## config.mk

```make
export PLATFORM = sky130hd
export DESIGN_NAME = sr_latch_driver
export DESIGN_NICKNAME = d
export VERILOG_FILES = /design/src/rtl/sr_latch_driver.sv
export SDC_FILE = /design/constraint.sdc
export NUM_CORES = 1
export LEC_CHECK = 0
export CAP_MARGIN = 15
export CELL_PAD_IN_SITES_DETAIL_PLACEMENT = 1
export CELL_PAD_IN_SITES_GLOBAL_PLACEMENT = 2
export CORE_UTILIZATION = 32
export DETAILED_ROUTE_END_ITERATION = 10
export PLACE_DENSITY = 0.92
export SLEW_MARGIN = 5
export SYNTH_ARGS = -nofsm -noshare
export SYNTH_HDL_FRONTEND = slang
export SYNTH_SLANG_ARGS = --single-unit
```

## constraint.sdc

```tcl
create_clock -name clk -period 3.9 [get_ports clk]
set_input_delay 0.585 -clock clk [delete_from_list [all_inputs] [get_ports clk]]
set_output_delay 0.585 -clock clk [all_outputs]
set_load 0.02 [all_outputs]
```

## src/rtl/sr_latch_driver.sv

```systemverilog
// Command front-end for an SR latch: turns set/reset requests into clean,
// non-overlapping s/r pulses with dead time and checks the latch feedback.
//
// state | meaning
// IDLE  | s=r=0, req_ready=1, waiting for a command
// PULSE | driving s (cmd=1) or r (cmd=0) for PULSE_W cycles
// DEAD  | s=r=0 for DEAD_W cycles, feedback sampled on the last edge
module sr_latch_driver #(
  parameter int PULSE_W = 4,
  parameter int DEAD_W  = 2,
  parameter int CNT_W   = 8
) (
  input  logic             clk,
  input  logic             rst_n,
  input  logic             req_valid,
  input  logic             req_set,
  output logic             req_ready,
  output logic             s,
  output logic             r,
  input  logic             q_fb,
  input  logic             qn_fb,
  output logic             busy,
  output logic             exp_q,
  output logic             fault,
  input  logic             fault_clr,
  output logic [CNT_W-1:0] cmd_cnt
);

  localparam int TMAX = (PULSE_W > DEAD_W) ? PULSE_W : DEAD_W;
  localparam int TW   = (TMAX > 1) ? $clog2(TMAX) : 1;
  localparam logic [TW-1:0] PULSE_LOAD = TW'(PULSE_W - 1);
  localparam logic [TW-1:0] DEAD_LOAD  = TW'(DEAD_W - 1);

  typedef enum logic [1:0] {
    IDLE  = 2'd0,
    PULSE = 2'd1,
    DEAD  = 2'd2
  } state_t;

  state_t        state;
  logic          cmd;
  logic [TW-1:0] tmr;
  logic          accept;
  logic          sample;
  logic          fb_bad;

  assign req_ready = (state == IDLE);
  assign busy      = (state != IDLE);
  assign accept    = req_valid & req_ready;
  assign sample    = (state == DEAD) && (tmr == '0);

  // A healthy latch shows q == cmd with qn its complement; q == qn is never valid.
  assign fb_bad = (q_fb != cmd) | (qn_fb != ~cmd) | (q_fb == qn_fb);

  always_ff @(posedge clk or negedge rst_n) begin
    if (!rst_n) begin
      state   <= IDLE;
      cmd     <= 1'b0;
      tmr     <= '0;
      s       <= 1'b0;
      r       <= 1'b0;
      exp_q   <= 1'b0;
      fault   <= 1'b0;
      cmd_cnt <= '0;
    end else begin
      // A new mismatch on the same edge as a clear keeps the flag set.
      if (fault_clr)
        fault <= 1'b0;
      if (sample && fb_bad)
        fault <= 1'b1;

      case (state)
        IDLE: begin
          s <= 1'b0;
          r <= 1'b0;
          if (accept) begin
            cmd     <= req_set;
            exp_q   <= req_set;
            cmd_cnt <= cmd_cnt + 1'b1;
            tmr     <= PULSE_LOAD;
            s       <= req_set;
            r       <= ~req_set;
            state   <= PULSE;
          end
        end
        PULSE: begin
          if (tmr == '0) begin
            s     <= 1'b0;
            r     <= 1'b0;
            tmr   <= DEAD_LOAD;
            state <= DEAD;
          end else begin
            tmr <= tmr - 1'b1;
          end
        end
        DEAD: begin
          s <= 1'b0;
          r <= 1'b0;
          if (tmr == '0)
            state <= IDLE;
          else
            tmr <= tmr - 1'b1;
        end
        default: begin
          s     <= 1'b0;
          r     <= 1'b0;
          state <= IDLE;
        end
      endcase
    end
  end

endmodule

```

After elaboration in Yosys (flattened, before gate mapping) --
Index checks and enable logic that the tools add are counted.
Storage, ports and cells: word-level logic and storage cells 48, register bits after elaboration 16, bits of input ports 7, output and inout port bits 14
Cells by class: bitwise gates (word level) 5, add/subtract/negate cells 2, multiplexer cells 15, reductions and logical operators 10, equality and inequality tests 9
Operators with widths (count):
- 2-bit 2-to-1 mux | 6
- 2-bit one-hot mux with 3 select lines | 2
- 8-bit by 1-bit adder with 8-bit output (second input constant) | 1
- 3-bit AND reduction | 2
- 1-bit 2-to-1 mux | 5
- 2-bit zero test | 2
- 2-bit by 1-bit != test with 1-bit output (second input constant) | 2
- 2-bit != test (second input constant) | 2
- 1-bit one-hot mux with 2 select lines | 2
- 2-bit nonzero test | 2
- 3-bit nonzero test | 1
- 2-bit by 1-bit == test with 1-bit output (second input constant) | 1
- 2-bit == test (second input constant) | 1
- 1-bit logical AND | 2
- 1-bit != test | 2
- 1-bit NOT | 2
- 1-bit OR | 2
- 2-bit AND reduction | 1
- 2-bit by 1-bit subtractor with 2-bit output (second input constant) | 1
- 1-bit AND | 1
- 1-bit == test | 1

Longest topological paths before layout --
depth in word-level cells 6, mapped depth 6, gate-level depth less buffers 6

Worst setup path after synthesis --
Ideal clock, no wire load.
kind reg-to-reg, start reg state[0], end reg state[0], period minus slack after synthesis 1770 ps, buffers on the path 0, required time 3772 ps, stages on the path, launching flop included 6, setup time 128 ps, path slack 2130 ps, arrival 1642 ps, cells stage by stage dfrtp_1 > inv_1 > ha_1 > inv_1 > o22ai_1 > mux2_1
Between the ends: word-level cells in the longest chain between the ends 4, elaborated cells between the ends (all ways) 9, those cells by class 5 x eq/ne; 1 x mux; 1 x bitwise; 2 x reduce/logical
RTL lines:
- start, declared | RTL line 40 | state_t state;
- start signal, assigned | RTL line 57 | state <= IDLE;
- start signal, assigned | RTL line 83 | state <= PULSE;
- start signal, assigned | RTL line 91 | state <= DEAD;
- 2-bit zero test * | RTL line 47 | assign req_ready = (state == IDLE);
- named net req_ready | RTL line 17 | output logic req_ready,
- 1-bit AND | RTL line 49 | assign accept = req_valid & req_ready;
- 2-bit by 1-bit != test with 1-bit output (no source line)
- 3-bit AND reduction (no source line)
Mark *: on every way through the listed nets, which the timed path passes. The rest lies on a longest branch. A chain may end at the register's enable or synchronous reset.

Final worst setup path --
start reg state[0], end out busy
Between the ends: word-level cells in the longest chain between the ends 1
RTL lines:
- 2-bit nonzero test | RTL line 48 | assign busy = (state != IDLE);
- end, declared | RTL line 22 | output logic busy,
Every way passes these cells.

==> flow_summary.json <==
{
  "outcome": "finished, final reports clean",
  "cts_resized": 0,
  "hp-class": "flop to flop",
  "min_to": "cmd_cnt[7]",
  "clock-sinks": 16,
  "r2r_end": "state[0]",
  "netlist-cell-type-count": 24,
  "synth_top_flop_cell": "dfrtp_1",
  "place_area_um2": 1082,
  "period_minus_slack_ns": 2.376,
  "synth_edf_count": 0,
  "p_switching_uw": 345.9,
  "slew_viol_final": 0,
  "grt_overflow": 0,
  "ctsHoldBuffers": 0,
  "row_count": 18,
  "antenna_found_initial": 0,
  "cp.arrival_ns": 1.79,
  "min_from": "cmd_cnt[7]",
  "pwr-share-seq": 0.361,
  "postSynthAreaPerCell_um2": 10.69,
  "yosysSeqAreaShare": 0.4741,
  "dp_hpwl_mm": 1.400,
  "yosys_warnings": 0,
  "final-setup-viol-count": 0,
  "worst_slew_pin_slew_ns": 0.7190,
  "critPathMaxFanout": 6,
  "drt-initial-drc-count": 1,
  "synthesis.area_um2": 844.6,
  "hold_depth": 1,
  "dieHeight_um": 53.38,
  "ys_ff_latch": 16,
  "fill_cells": 292,
  "grt_pass1_vias": 674,
  "fp.dieArea_um2": 2849,
  "drive_gt1_frac": 0.07843,
  "max_freq_mhz": 420.8,
  "htreeDepth": 1,
  "wl_mm": 1.744,
  "cp-start-kind": "flop",
  "finClkSkew_ns": 0.004180,
  "r2r_cells": 5,
  "clkTransAtPathRegs_ns": 0.09,
  "chipWidth_um": 53.38,
  "critPathRequiredTime_ns": 3.31,
  "cts_tree": "done",
  "critPathSlowestCell": "clkdlybuf4s50_1",
  "peakVddDrop_v": 0.0004139,
  "rsz0062_at_grt": "no",
  "area_growth_pct": 30.81,
  "hold_viol": 0,
  "grt_use_total": 0.1528,
  "r2r_slack_ns": 2.24,
  "ant_nets": 0,
  "yosysMostFrequentCell": "dfrtp_1",
  "max_cap_viol_count": 0,
  "num-nets-final": 120,
  "worstSkewPairLatency_ns": 0.28,
  "postCtsSetupBuffers": 0,
  "path_cells": "inv_1 -> ha_1 -> inv_1 -> clkdlybuf4s50_1",
  "finalWeightedCongestion": 0.6906,
  "fin_crit_sh": 0.6093,
  "worst_path_most_repeated_cell": "inv_1",
  "postSynthCellCount": 79,
  "leakage_uw": 0.0005157,
  "drt_first_pass_iters": 2,
  "viasPerCell": 4.841,
  "timing.rr.start": "state[0]",
  "cts_buffers": 3,
  "drc": 0,
  "cts_root_buf": "clkbuf_4",
  "max_stage_delay_ns": 0.61,
  "synth_top_cell_by_area": "dfrtp_1",
  "port_buffers": 20,
  "start_util": 0.3409,
  "pwr-share-comb": 0.537,
  "path_class": "flop to output pin",
  "wl_per_cell_um": 13.21,
  "slew_headroom": 0.5192,
  "setup_tns_ns": 0,
  "p_per_area_nw_per_um2": 746.5,
  "synth_top_cells_by_area": "dfrtp_1, ha_1, xnor2_1",
  "switching_share": 0.4194,
  "synthTopCellsByCount": "dfrtp_1, inv_1, ha_1, nand2_1, nor2_1",
  "post-route-cell-area_um2": 1105,
  "cp-end-kind": "output pin",
  "grt_pass1_wl_mm": 3.036,
  "grt_start_max_net_pins": 17,
  "vias": 639,
  "worst-path-buf-inv": 3,
  "async_flop_share": 1.000,
  "diodes": 0,
  "synth_top_area_share": 0.4741,
  "intPower_uw": 478.8,
  "pin_count": 21,
  "core_um2": 2477,
  "syn-num-nets": 95,
  "cpLargestDelayFamily": "buffers and inverters",
  "clockBufferDepth": 2,
  "power_frac_clock": 0.102
}
[layer usage]
layer  vias up  GRT usage  part of all wire
met4         0    0.05263                 0
met3         0    0.02586             0.042
met2        14     0.2792              0.53
met5         -          0                 0
met1       312     0.1751              0.42
li1        313          -                 -
[worst max-delay path by stage]
stage	start	endpoint	slack (ns)	depth (start not counted)
floorplan	state[0]	state[0]	2.13	5
global placement	state[0]	req_ready	1.89	3
detailed placement	state[0]	busy	1.82	4
CTS	state[0]	busy	1.50	4
global route	state[0]	req_ready	1.38	3
finish	state[0]	busy	1.52	4
[worst reg2reg max path, stage by stage (launching register included)]
cell	delay, ns
dfrtp_1	0.43
inv_1	0.14
ha_1	0.29
inv_1	0.08
o22ai_1	0.26
mux2_1	0.35
[sequential cells by signal (all words and copies together), names as in the netlist]
| register | count |
|---|---|
| cmd | 1 |
| r | 1 |
| cmd_cnt | 8 |
| s | 1 |
| tmr | 2 |
| state | 2 |
| fault | 1 |
[cell families after synthesis]
group | after synthesis | share of synthesized area
AND/OR/NAND/NOR | 24 | 0.1452
flip-flops | 16 | 0.4741
AO/OA/AOI/OAI | 10 | 0.09037
buffers and inverters | 10 | 0.04445
adder cells (fa/ha/maj) | 9 | 0.1333
XOR/XNOR | 7 | 0.07259
multiplexers | 3 | 0.04000
[layout by cell type (no fill, tap or decap), types with 2 or more instances in the layout]
| cell | count |
|---|---|
| inv_1 | 10 |
| ha_1 | 9 |
| o22ai_1 | 2 |
| clkdlybuf4s50_1 | 20 |
| mux2_2 | 2 |
| nand4_1 | 2 |
| xnor2_1 | 5 |
| dfrtp_1 | 16 |
| nand2_1 | 9 |
| xor2_1 | 2 |
| and3_1 | 2 |
| clkbuf_4 | 3 |
| o21ai_0 | 2 |
| nor2_1 | 6 |
[power groups by stage]
stage,Sequential (uW),Clock (uW),Combinational [uW]
floorplan,338,0,232
global placement,298,0,435
detailed placement,304,0,448
CTS,300,88.6,451
global route,310,96.0,496
finish,298,84.1,443
[stage by stage]
stage / instances / utilization / worst slack (ns) / hold slack, ns / power, uW
floorplan: 79 / - / 2.130 / 0.2894 / 570.2
global placement: 129 / 0.4369 / 1.885 / 0.4583 / 732.8
detailed placement: 129 / 0.4369 / 1.823 / 0.4614 / 751.6
CTS: 132 / 0.4460 / 1.503 / 0.4780 / 839.4
global route: 132 / 0.4460 / 1.385 / 0.5151 / 901.4
finish: 132 / 0.4460 / 1.524 / 0.4773 / 824.7
[area by class of cell]
type / instances / area, um2 / area share
clock buffer: 3 / 22.52 / 0.02039
inverter: 10 / 37.54 / 0.03398
multi-input combinational: 53 / 406.6 / 0.3681
sequential: 16 / 400.4 / 0.3624
tap: 30 / 37.54 / 0.03398
timing repair buffer: 20 / 200.2 / 0.1812
Power figures use the tool's default switching activity.
